<file path="config.mk">
export PLATFORM = sky130hd
export DESIGN_NAME = decode_2to4
export DESIGN_NICKNAME = d
export VERILOG_FILES = /design/src/rtl/decode_pkg.sv /design/src/rtl/decode_2to4_core.sv /design/src/rtl/decode_2to4.sv
export SDC_FILE = /design/constraint.sdc
export NUM_CORES = 1
export LEC_CHECK = 0
export ABC_AREA = 0
export BUFFER_PORTS_ARGS = -buffer_cell sky130_fd_sc_hd__buf_2
export CORE_AREA = 2 2 39 41
export CTS_BUF_LIST = sky130_fd_sc_hd__clkbuf_4 sky130_fd_sc_hd__clkbuf_8
export CTS_CLUSTER_SIZE = 30
export DETAILED_ROUTE_END_ITERATION = 6
export DIE_AREA = 0 0 41 43
export GPL_ROUTABILITY_DRIVEN = 1
export PLACE_DENSITY = 0.36
export SLEW_MARGIN = 20
export SYNTH_ARGS = -nofsm -noshare
export SYNTH_HDL_FRONTEND = slang
export SYNTH_SLANG_ARGS = --single-unit
</file>
<file path="constraint.sdc">
create_clock -name clk -period 0.8 [get_ports clk]
set_input_delay 0.04 -clock clk [delete_from_list [all_inputs] [get_ports clk]]
set_output_delay 0.04 -clock clk [all_outputs]
set_load 0.02 [all_outputs]
</file>
<file path="src/rtl/decode_pkg.sv">
// Shared widths and types for the 2-to-4 line decoder.
// Both the combinational core and the registered top import this package.
package decode_pkg;

  localparam int DEC_IN_W  = 2;
  localparam int DEC_OUT_W = 4;

  typedef logic [DEC_OUT_W-1:0] onehot4_t;

endpackage : decode_pkg

</file>
<file path="src/rtl/decode_2to4_core.sv">
// Combinational 2-to-4 decode: one-hot select code, all zero when disabled.
module decode_2to4_core
  import decode_pkg::*;
(
  input  logic [DEC_IN_W-1:0] a,
  input  logic                en,
  output onehot4_t            dec
);

  always_comb begin
    dec = '0;
    if (en) begin
      case (a)
        2'b00:   dec = 4'b0001;
        2'b01:   dec = 4'b0010;
        2'b10:   dec = 4'b0100;
        2'b11:   dec = 4'b1000;
        default: dec = 4'b0000;
      endcase
    end
  end

endmodule : decode_2to4_core

</file>
<file path="src/rtl/decode_2to4.sv">
// Registered 2-to-4 line decoder with active-high enable.
// OUT_REG selects a one-cycle async-reset output register or a plain wire.
module decode_2to4
  import decode_pkg::*;
#(
  parameter int OUT_REG = 1
) (
  input  logic                 clk,
  input  logic                 reset,
  input  logic [DEC_IN_W-1:0]  a,
  input  logic                 en,
  output logic [DEC_OUT_W-1:0] out
);

  onehot4_t dec;

  decode_2to4_core u_core (
    .a   (a),
    .en  (en),
    .dec (dec)
  );

  generate
    if (OUT_REG != 0) begin : g_out_reg
      onehot4_t out_d;
      onehot4_t out_q;

      always_comb begin
        out_d = dec;
      end

      // Reset clears the output immediately so no stale select stays asserted.
      always_ff @(posedge clk or posedge reset) begin
        if (reset) begin
          out_q <= '0;
        end else begin
          out_q <= out_d;
        end
      end

      assign out = out_q;
    end else begin : g_out_comb
      logic unused_clk_reset;
      assign unused_clk_reset = clk ^ reset;
      assign out = dec;
    end
  endgenerate

endmodule : decode_2to4

</file>
# After elaboration in Yosys (flattened, before gate mapping)
# Index checks and enable logic that the tools add are counted.
# word_totals
inputBits,5
out_inout_bits,4
wordCells,7
register_bits,4
# classes
n_eq_ne,3
mux,2
reduce_logical,1
# ops
cell,count
one-hot mux 4 bit (4 select lines),1
equality test 2 bit (second input constant),2
two-way mux 4 bit,1
equality test 2 x 1 -> 1 bit (second input constant),1
logical NOT 2 bit,1

# Longest topological paths before layout
# Gate-level depths: netlist of the first run.
# depth
depth_word,3
ltp_mapped,1
ltp_nobuf,1

# By module
# A second synthesis of the first run with hierarchy kept.
# hier_totals
hier_cells,9
area_unflattened_um2,141.4
# modules_own_cells
mod,seq_area_each_um2,area_each_um2,cells_per_inst,n_inst
decode_2to4,100.1,103.8,5,1
decode_2to4_core,0.0,37.5,4,1

# Worst setup path after synthesis of the first run
# No wires, ideal clock.
# synth_path
kind,reg2out
start,"register g_out_reg.out_q[0], in the netlist out[0]"
end,output port out[0]
stages_incl_launch_ff,1
arrival_time_ns,0.416
required_ns,0.760
path_buffers,0
path_slack_ns,0.344
cell_sequence,dfrtp_1
# synth_lines
item,line_no,rtl
"start, declared",decode_2to4.sv:26,onehot4_t out_q;
"start signal, assigned",decode_2to4.sv:37,out_q <= out_d;
"end, declared",decode_2to4.sv:12,output logic [DEC_OUT_W-1:0] out
# No word-level cell between the ends.

# Final worst setup path of the first run
# layout_path
start,input port a[0]
end,"register g_out_reg.out_q[3], in the netlist out[3]"
# layout_between
elab_chain_len,3
word_cells_on_any_way,6
cone_classes,eq/ne (3); mux (2); reduce/logical (1)
# layout_lines
item,line_no,rtl
"start, declared",decode_2to4.sv:10,"input logic [DEC_IN_W-1:0] a,"
equality test 2 bit (tied with other cells),decode_2to4_core.sv:13,case (a)
one-hot mux 4 bit (4 select lines) *,decode_2to4_core.sv:13,
two-way mux 4 bit *,decode_2to4_core.sv:12,if (en) begin
named net dec[3],decode_2to4.sv:15,onehot4_t dec;
# Mark *: on every way through the listed nets, which the timed path passes. The rest lies on a longest branch.

==> impl_summary.md, run 1 <==
Status
The flow ran to the end, and the final reports show no timing, DRC or antenna violations.

Die
Row generation in the floorplan step produced 14 rows. The x dimension of the die is between 40 and 50 um. 9 I/O pins were placed. For this configuration, the core starts out at a cell density of between 10 and 15%. The vertical extent of the die is 43 um.

The area of the core is around 0.0014 mm^2. The die covers about 0.0018 mm^2.

STA
The setup TNS is 0 ns. The tightest hold path in the finished design has a slack of around 0.11 ns. The total setup violations reported at the end of the flow is 0. Setup repair after global routing left no endpoint under its margin. The shortest period the worst path allows is between 0.7 and 0.8 ns. The total count of max-transition violations in the final report was 0. The hold violation count in the final report was 0. The maximum operating frequency is approximately 1300 MHz. Of the available clock period, the critical path in the final layout requires just under 100%. The transition time of the tightest slew-check pin is between 0.1 and 0.15 ns. Headroom to the max-slew limit came out at between 90% and 100%. The worst path meets setup with roughly 0.018 ns of slack.

Detailed routing
The count of antenna-violating nets left after detailed routing is 0. After detailed routing, the average wire length per cell comes to around 7.3 um. The number of vias in the routed layout is about 110. For this run, the detailed router's first-pass iteration total came to 1. The initial detailed-routing violation count is 0. Using the TritonRoute via totals, the vias-per-cell ratio works out to 2.92. In the routed design, unresolved DRC markers number 0. After detailed routing, the total wire length is between 200 and 300 um.

Min path
The startpoint identified for the worst hold timing path is en. The worst hold path was traced through 2 stages. The class of the tightest hold or removal check is in -> reg.

The worst hold path terminates at out[0].

Synth
The average instance in the mapped netlist occupies 15.7 um^2. In this run, synthesis produced a sequential element count of 4. Counting every instance in the synthesized netlist gives 9. Summed over its instances, the top area cell type makes up between 70% and 80% of the synthesized netlist area. After synthesis, the largest family of logic cells by area is simple AND/OR/NAND/NOR gates. The Yosys step of the flow raised 0 warnings. The xor-xnor portion of the synthesized cell area is 0%.

The synthesized netlist devotes 0% of its cell area to compound gates. The net count of the mapped netlist is 14. Multiplexer cells account for 0% of the synthesized area.

The number of distinct library cell variants in the gate-level netlist after synthesis is 5. In this run the cell area of the synthesized design comes to approximately 140 um^2. By area the synthesized netlist is led by dfrtp_1 (71%), and3b_1 (12%), nor3b_2 (8.8%). The sequential fraction of the synthesis area is between 70% and 80%.

Of all cell types, the one taking the most synthesized area is dfrtp_1. Of the total synthesized cell area, the portion taken by full adders, half adders and majority gates is 0%. The simple-gate portion of the synthesized area is between 20% and 30%.

CTS
Gates resized during post-CTS repair numbered 0. After clock tree synthesis, the setup repair step added 0 buffers. The number of hold buffers added after cts is 3. The maximum clock path buffer count is 2. Clock-pin slew was measured on the worst setup and hold paths at around 0.04 ns.

The number of buffers created by CTS is 3. The number of H-tree levels is 1. The master cell of the clock root buffer is clkbuf_4. The CTS tree is yes. The number of clock sinks seen by CTS is 4.

Cells and area
The number of antenna diodes in the final layout is 0. The flip-flop count of the largest register, all copies and words added is 4. Cells with a size suffix above 1 make up ~57% of the layout. The count of non-filler cells in the finished layout is 39. For this run, the share of the core covered by cells in the final layout is between 10% and 20%. At the end of the flow, the number of nets in the layout was 30.

The number of filler cells placed in the layout is approximately 150. The relative area change from synthesis to final layout is 79.6%.

GRT
The remaining global-route overflow is 0. The wire length of the first global-routing pass is just under 400 um. The maximum number of pins on one net before global-route repair is 5.

The via count of the first global-routing pass came to 100. The initial antenna violation count is 0. Across every metal layer, demand over resource in global routing totals roughly 4.4%.

Setup path
The required time of the critical path is approximately 0.9 ns. Along the worst path, the maximum fanout reaches 4. The worst setup path is captured at a register. By startpoint and endpoint, the worst setup path is classified as in -> reg. The worst setup path is launched from an input port. The critical path data arrival time is 0.90 ns.

Power and ir drop
For this design the static power due to leakage is between 0.1 and 0.15 nW. Dividing total power by cell area gives a power density of between 2000 and 2500 mW/mm^2. The maximum vdd ir drop is 0.429 mV.

Placement
Routability-driven placement finished with a final weighted congestion of roughly 0.58. The pre-CTS setup slack is roughly 0.27 ns. The number of cells after detailed placement is 33.

Buffers placed on the I/O ports in this run total 8.

Job
Across the run, the number of max-cap violations was 0.
## placed cells by master (no fill, tap or decap)
cell type / instances
nor3b_2: 1
and3b_1: 2
and3_2: 1
dfrtp_1: 4
clkbuf_4: 3
dlygate4sd3_1: 3
inv_1: 1
buf_2: 8
## per-layer routing
metal	global-route usage, %	share of wire, %
met2	3.75	34
met4	6.00	2.1
met3	6.28	21
met5	0	0
met1	3.57	43
## layout make-up
| type | instances | area (um^2) | area share [%] |
|---|---|---|---|
| inverter | 1 | 3.75 | 1.48 |
| tap | 16 | 20.0 | 7.88 |
| timing repair buffer | 11 | 70.1 | 27.6 |
| multi-input combinational | 4 | 37.5 | 14.8 |
| sequential | 4 | 100 | 39.4 |
| clock buffer | 3 | 22.5 | 8.87 |
## cell families (layout without fill, tap and decap cells)
kind of cell           count (synthesis)  count (layout)
buffers and inverters                  1              15
AND/OR/NAND/NOR                        4               4
flip-flops                             4               4
## synth_stat cells, drive strengths merged
cell	n
dfrtp	4
and3b	2
and3	1
inv	1
nor3b	1
## critical path, cell delays in order
cell	delay (ns)
dlygate4sd3_1	0.53
buf_2	0.14
and3_2	0.19
## worst max-delay path by stage
stage | startpoint | to | slack [ns] | cells after the start
3_3_place_gp | out[0] | out[0] | 0.27 | 1
4_1_cts | out[3] | out[3] | 0.02 | 1
6_report | a[0] | out[3] | 0.02 | 3
3_5_place_dp | out[3] | out[3] | 0.27 | 1
5_1_grt | a[1] | out[2] | 0.001 | 3
2_1_floorplan | out[0] | out[0] | 0.34 | 0
## report_power, final
part,internal [mW],switching [mW]
Combinational,0.0286,0.0273
Clock,0.167,0.0748
Sequential,0.211,0.00149
Total,0.407,0.104
## per-stage QoR
step / instance area, um^2 / power, mW
after global placement: 201 / 0.259
after global routing: 254 / 0.542
final: 254 / 0.511
after CTS: 254 / 0.529
after detailed placement: 201 / 0.261
after floorplan: 141 / 0.237
Power figures use the tool's default switching activity.
==> run 2: changes to the inputs <==
--- a/config.mk
+++ b/config.mk
@@ -17,4 +17,5 @@
 export SLEW_MARGIN = 20
 export SYNTH_ARGS = -nofsm -noshare
 export SYNTH_HDL_FRONTEND = slang
+export SYNTH_HIERARCHICAL = 1
 export SYNTH_SLANG_ARGS = --single-unit
==> impl_summary.md, run 2 <==
STA
The shortest period the worst path allows is 0.780 ns (-0.00221 ns). The hold slack is 0.106 ns (-0.00217 ns). The total count of max-transition violations in the final report is 0 (unchanged). The maximum operating frequency is 1280 MHz (+0.28%).

The total setup violations reported at the end of the flow came to 0 (unchanged). Setup repair after global routing left no endpoint under its margin. The transition time of the tightest slew-check pin is 0.139 ns (+0.000784 ns). The setup TNS was 0 ns (unchanged).

The post-route fraction of the period consumed by the critical path is 97.5% (-0.28 points). The remaining max-slew budget at the tightest pin was 90.7% (about the same). The hold violation count in the final report was 0 (unchanged).

Cells and area
Leaving out fill and tap cells, the most frequent cells in the layout are buf_2 (7), dfrtp_1 (4), clkbuf_4 (3), dlygate4sd3_1 (3), and3b_1 (2). The flip-flop count of the largest register, all copies and words added is 4 (unchanged). The proportion of layout cells with a drive suffix above 1 is 54.5% (-2.0 points). The number of diodes was 0 (unchanged). The relative area change from synthesis to final layout is 76.1%. The count of non-filler cells in the finished layout is 38 (-2.6%).

The number of nets in the layout is 29 (-3.3%). The area of all placed cells without fillers is 249 um^2 (-2.0%). The total area of multi-input combinational cells came to 37.5 um^2 (unchanged). The number of filler cells placed in the layout is 158 (+2.6%). The most common library cell in the layout ignoring fill and taps is buf_2.

The sequential cell area was 100 um^2 (unchanged).

CTS
TritonCTS built the clock tree. The CTS clock-pin slew for the worst setup and hold paths is 0.04 ns (about the same). The post-CTS setup-driven buffer insertion count is 0 (unchanged). The number of H-tree levels is 1 (unchanged). The master cell of the clock root buffer is clkbuf_4. The maximum clock path buffer count is 2 (unchanged). The number of clock sinks seen by CTS is 4 (unchanged). The number of buffers created by CTS is 3 (unchanged). The post-cts gate resize count is 0 (unchanged).

Synth
The number of register bits inferred by synthesis was 4 (unchanged). The post-synthesis cell area is 141 um^2 (unchanged). The main flop type after synthesis is dfrtp_1. The Yosys warning count was 6 (+6). The share of synthesized registers carrying an async set or reset is 100% (unchanged). Counting instances in the post-synthesis netlist gives the leading cell types as dfrtp_1 (4), and3b_1 (2), and3_2 (1), inv_1 (1), nor3b_2 (1). The net count of the mapped netlist is 14 (unchanged). dfrtp_1 is the most common cell in the netlist. The number of distinct library cell variants in the gate-level netlist after synthesis came to 5 (unchanged). The number of cells produced by synthesis is 9 (unchanged). The post-synthesis average cell area is 15.7 um^2 (unchanged). The sequential fraction of the synthesis area is 70.8% (unchanged). The share of the synthesized area in the top cell type was 70.8% (unchanged). By area the synthesized netlist is led by dfrtp_1 (71%), and3b_1 (12%), nor3b_2 (8.8%). The number of flops mapped to enable cells by yosys came to 0 (unchanged). The largest total area in the synthesized netlist belongs to dfrtp_1.

Die
The effective utilization at floorplan was 10.2% (unchanged). The boundary pin count came to 9 (unchanged). The number of placement rows is 14 (unchanged).

The x dimension of the die is 41 um (unchanged). The die area was 0.00176 mm^2 (unchanged). The vertical extent of the die is 43 um (unchanged). The area of the core was 0.00138 mm^2 (unchanged).

Power and ir drop
The part of the total power dissipated in the clock network was 47.6% (+0.2 points). The cell-internal power came to 405 uW (-0.40%). The maximum vdd ir drop is 0.430 mV (+0.18%). The post-layout total power is 509 uW (-0.40%). The switching power of the nets is 103 uW (-0.37%). The power density relative to cell area is 2040 mW/mm^2 (+1.6%). The switching share of power is 20.3% (about the same). The share of power burned in registers is 41.8% (+0.2 points).

The leakage power total is 0.140 nW (-2.7%). The part of the power in combinational logic came to 10.6% (-0.3 points).

GRT
The remaining global-route overflow is 0 (unchanged). The initial antenna violation count is 0 (unchanged). The maximum number of pins on one net before global-route repair is 5 (unchanged). The total routing resource utilization after global routing is 4.73% (+0.30 points). The via count of the first global-routing pass is 108 (+8.0%).

The wire length of the first global-routing pass is 434 um (+12%).

Detailed routing
The via-per-instance ratio is 2.97 (+1.7%). The count of antenna-violating nets left after detailed routing is 0 (unchanged). The initial detailed-routing violation count is 0 (unchanged). The number of vias in the routed layout is 113 (-0.88%).

The detailed-route wire length per cell came to 7.55 um (+3.0%). The final routed DRC violation total is 0 (unchanged). The sum of routed wire length over all layers is 287 um (+0.35%). The total iterations of the first detailed-routing run is 1 (unchanged).

Placement
The count of buffers inserted at the top-level ports was 8 (unchanged). The final RePlAce weighted congestion is 0.581 (about the same). The number of cells after detailed placement was 33 (unchanged). The cell area after placement was 201 um^2 (unchanged).

Status
The flow ran to the end, and the final reports show no timing, DRC or antenna violations.

Setup path
STA classifies the critical path startpoint as an input port. The critical path data arrival time was 0.89 ns (about the same). The endpoint type of the worst setup path is a register. The critical path is of the in -> reg type. The required time of the critical path was 0.91 ns (about the same). The top fanout value on the critical path is 4 (unchanged).

Min path
The beginning of the worst hold path is en. The min-delay analysis places its worst path in the category in -> reg. The hold path endpoint is out[0]. The hold path depth was 2 (unchanged).

Job
The max capacitance violation total is 0 (unchanged).
==> run 2: cell counts after synthesis <==
No cell type changed its count.
==> run 2: final cells by class <==
cell class / count / share of cell area [%]
Clock buffer: 3 / 9.05
Tap cell: 16 / 8.04
Multi-Input combinational cell: 4 / 15.1
Sequential cell: 4 / 40.2
Inverter: 1 / 1.51
Timing Repair Buffer: 10 / 26.1
==> run 2: worst max-delay path by stage <==
stage / from / to / slack [ns]
global placement: out[0] / out[0] / 0.27
detailed placement: out[3] / out[3] / 0.27
global route: out[3] / out[3] / 0.006
floorplan: out[0] / out[0] / 0.34
CTS: out[3] / out[3] / 0.01
finish: a[1] / out[3] / 0.02
==> run 2: kinds of logic after synthesis <==
group                  Yosys count  share of synthesized area (%)
buffers and inverters            1                           2.65
DFF                              4                           70.8
and+or+nand+nor                  4                           26.6
==> run 2: routing by layer <==
metal  track usage [%]  part of all wire, %
met5                 0                    0
met4              6.00                  2.1
met3              6.28                   21
met2              4.06                   34
met1              4.22                   43
==> run 2: per-stage QoR <==
stage               setup slack [ns]  utilization (%)
finish                        0.0200             18.0
global route                 0.00599             18.0
CTS                           0.0138             18.4
detailed placement             0.267             14.6
global placement               0.273             14.6
floorplan                      0.344                -
==> run 2: repair_timing <==
item                                    4_1_cts  5_1_grt
endpoints found under the setup margin        0        1
endpoints found under the hold margin         5        0
hold buffers                                  3        0
==> run 2: critical path: stages <==
cell           delay (ns)
dlygate4sd3_1        0.52
buf_2                0.14
and3_2               0.19
==> run 2: power by group through the flow <==
stage	Sequential [mW]	Clock (mW)	Combinational [mW]
CTS	0.213	0.260	0.0564
finish	0.212	0.242	0.0538
detailed placement	0.215	0	0.0456
floorplan	0.226	0	0.0112
global route	0.213	0.267	0.0602
global placement	0.215	0	0.0437
==> run 3: changes to the inputs <==
--- a/config.mk
+++ b/config.mk
@@ -14,6 +14,7 @@
 export DIE_AREA = 0 0 41 43
 export GPL_ROUTABILITY_DRIVEN = 1
 export PLACE_DENSITY = 0.36
+export SETUP_SLACK_MARGIN = 0.4
 export SLEW_MARGIN = 20
 export SYNTH_ARGS = -nofsm -noshare
 export SYNTH_HDL_FRONTEND = slang
==> impl_summary.md, run 3 (same netlist as run 2, synthesis figures left out) <==
STA
The shortest period the worst path allows is 0.765 ns (-0.0147 ns). The maximum operating frequency is 1310 MHz (+1.9%). The hold violation count in the final report is 0 (unchanged). Setup repair after global routing could not meet its margin everywhere.

The total count of max-transition violations in the final report is 0 (unchanged). The setup TNS is 0 ns (unchanged). The worst setup slack after layout was 0.0347 ns (+0.0147 ns). The total setup violations reported at the end of the flow is 0 (unchanged). The post-route fraction of the period consumed by the critical path was 95.7% (-1.8 points). The transition time of the tightest slew-check pin was 0.113 ns (-0.0261 ns). The remaining max-slew budget at the tightest pin is 92.4% (+1.7 points).

GRT
The remaining global-route overflow was 0 (unchanged). The maximum number of pins on one net before global-route repair is 5 (unchanged). The total routing resource utilization after global routing came to 4.73% (unchanged). The global routing stage identified its most utilized layer as met3.

The via count of the first global-routing pass was 102 (-5.6%). The met2 layer usage reported by global route is 3.75% (-0.31 points). The global routing met3 resource utilization is 6.28% (unchanged). The initial antenna violation count came to 0 (unchanged). The global routing met1 resource utilization came to 4.55% (+0.32 points). The wire length of the first global-routing pass is 427 um (-1.6%).

Detailed routing
The detailed-route wire length per cell is 7.81 um (+3.4%). The total iterations of the first detailed-routing run came to 1 (unchanged). The count of antenna-violating nets left after detailed routing is 0 (unchanged). The initial detailed-routing violation count is 0 (unchanged). The via-per-instance ratio came to 3.00 (+0.88%). The number of vias in the routed layout is 111 (-1.8%). The sum of routed wire length over all layers came to 289 um (+0.70%). The final routed DRC violation total is 0 (unchanged).

Job
The max capacitance violation total came to 0 (unchanged).

Cells and area
The flip-flop count of the largest register, all copies and words added was 4 (unchanged). The number of nets in the layout is 28 (-3.4%). The relative area change from synthesis to final layout is 83.2%. The proportion of layout cells with a drive suffix above 1 was 66.7% (+12 points). The count of non-filler cells in the finished layout is 37 (-2.6%). The number of diodes is 0 (unchanged). The number of filler cells placed in the layout is 155 (-1.9%). The library cells used most frequently in the layout, excluding fill and tap cells, are buf_2 (4), dfrtp_1 (4), buf_6 (4).

Die
The area of the core is 0.00138 mm^2 (unchanged). The vertical extent of the die came to 43 um (unchanged). The effective utilization at floorplan is 10.2% (unchanged).

The x dimension of the die is 41 um (unchanged). The number of placement rows is 14 (unchanged). The boundary pin count is 9 (unchanged).

The die area is 0.00176 mm^2 (unchanged).

Setup path
The endpoint type of the worst setup path is an output port. The kind of cell adding the most delay to the critical path is flip-flops. The delay contributed by the slowest stage of the critical path is 0.37 ns (-0.15 ns). The required time of the critical path came to 0.76 ns (-0.15 ns). The total buffers and inverters traversed by the critical path is 1 (-1).

The critical path is of the reg -> out type. The critical path goes through buf_6. The critical path data arrival time came to 0.73 ns (-0.16 ns).

The launching element type of the critical path is a register. The top fanout value on the critical path is 1 (-3). The master of the slowest instance on the critical path is dfrtp_1.

Power and ir drop
The maximum vdd ir drop is 0.430 mV (about the same). The power density relative to cell area is 1990 mW/mm^2 (-2.6%). The leakage power total is 0.139 nW (-1.2%).

CTS
The number of clock sinks seen by CTS is 4 (unchanged). The number of buffers created by CTS came to 3 (unchanged). The maximum clock path buffer count is 2 (unchanged). The post-CTS setup-driven buffer insertion count came to 0 (unchanged). The number of H-tree levels is 1 (unchanged). TritonCTS built the clock tree. The master cell of the clock root buffer is clkbuf_4. The CTS clock-pin slew for the worst setup and hold paths is 0.04 ns (about the same).

Placement
The final RePlAce weighted congestion is 0.581 (unchanged). The pre-CTS setup slack was 0.267 ns (unchanged). The number of cells after detailed placement was 33 (unchanged). The count of buffers inserted at the top-level ports is 8 (unchanged).

Status
The run finished with clean final reports.

Min path
The class of the tightest hold or removal check is in -> reg. The worst hold path begins at a[1]. The worst hold path terminates at out[0].

The hold path depth came to 2 (unchanged).
run 3: cell count changes in the layout (fill, tap and decap cells not counted):
cell | before | now
inv_1 | 1 | 0
inv_2 | 0 | 1
buf_6 | 0 | 4
dlygate4sd3_1 | 3 | 1
buf_2 | 7 | 4
run 3: layer usage:
metal  routed length (um)  up-vias
met2                  101        9
met5                    0        -
li1                     -       55
met4                    6        0
met3                   55        2
met1                  125       45
run 3: repair_timing:
| action | in CTS | in global routing |
|---|---|---|
| gates resized for setup | 8 | 1 |
| hold buffers | 1 | 0 |
| endpoints found under the hold margin | 5 | 0 |
| endpoints found under the setup margin | 4 | 8 |
run 3: power by group:
part	internal, mW	switching (mW)	total [mW]	leakage, nW
clock	0.167	0.0749	0.242	0.0138
combinational	0.0315	0.0270	0.0586	0.0711
sequential	0.211	0.00344	0.215	0.0538
run 3: how the worst max path moves through the flow:
stage	depth (start not counted)	endpoint	start
CTS	1	out[3]	out[3]
finish	1	out[3]	out[3]
global route	1	out[3]	out[3]
detailed placement	1	out[3]	out[3]
global placement	1	out[0]	out[0]
floorplan	0	out[0]	out[0]
run 3: final cells by class:
| type | instances | area (um^2) | share of cell area [%] |
|---|---|---|---|
| Sequential cell | 4 | 100 | 38.6 |
| Multi-Input combinational cell | 4 | 37.5 | 14.5 |
| Inverter | 1 | 3.75 | 1.45 |
| Clock buffer | 3 | 22.5 | 8.70 |
| Tap cell | 16 | 20.0 | 7.73 |
| Timing Repair Buffer | 9 | 75.1 | 29.0 |
run 3: metrics by stage:
step           area (um^2)  power (mW)  util (%)  hold slack [ns]
2_1_floorplan          141       0.237         -           -0.194
3_3_place_gp           201       0.259      14.6          -0.0849
3_5_place_dp           201       0.261      14.6          -0.0779
4_1_cts                259       0.533      18.7         -0.00539
5_1_grt                259       0.547      18.7          0.00763
6_report               259       0.515      18.7          0.00314
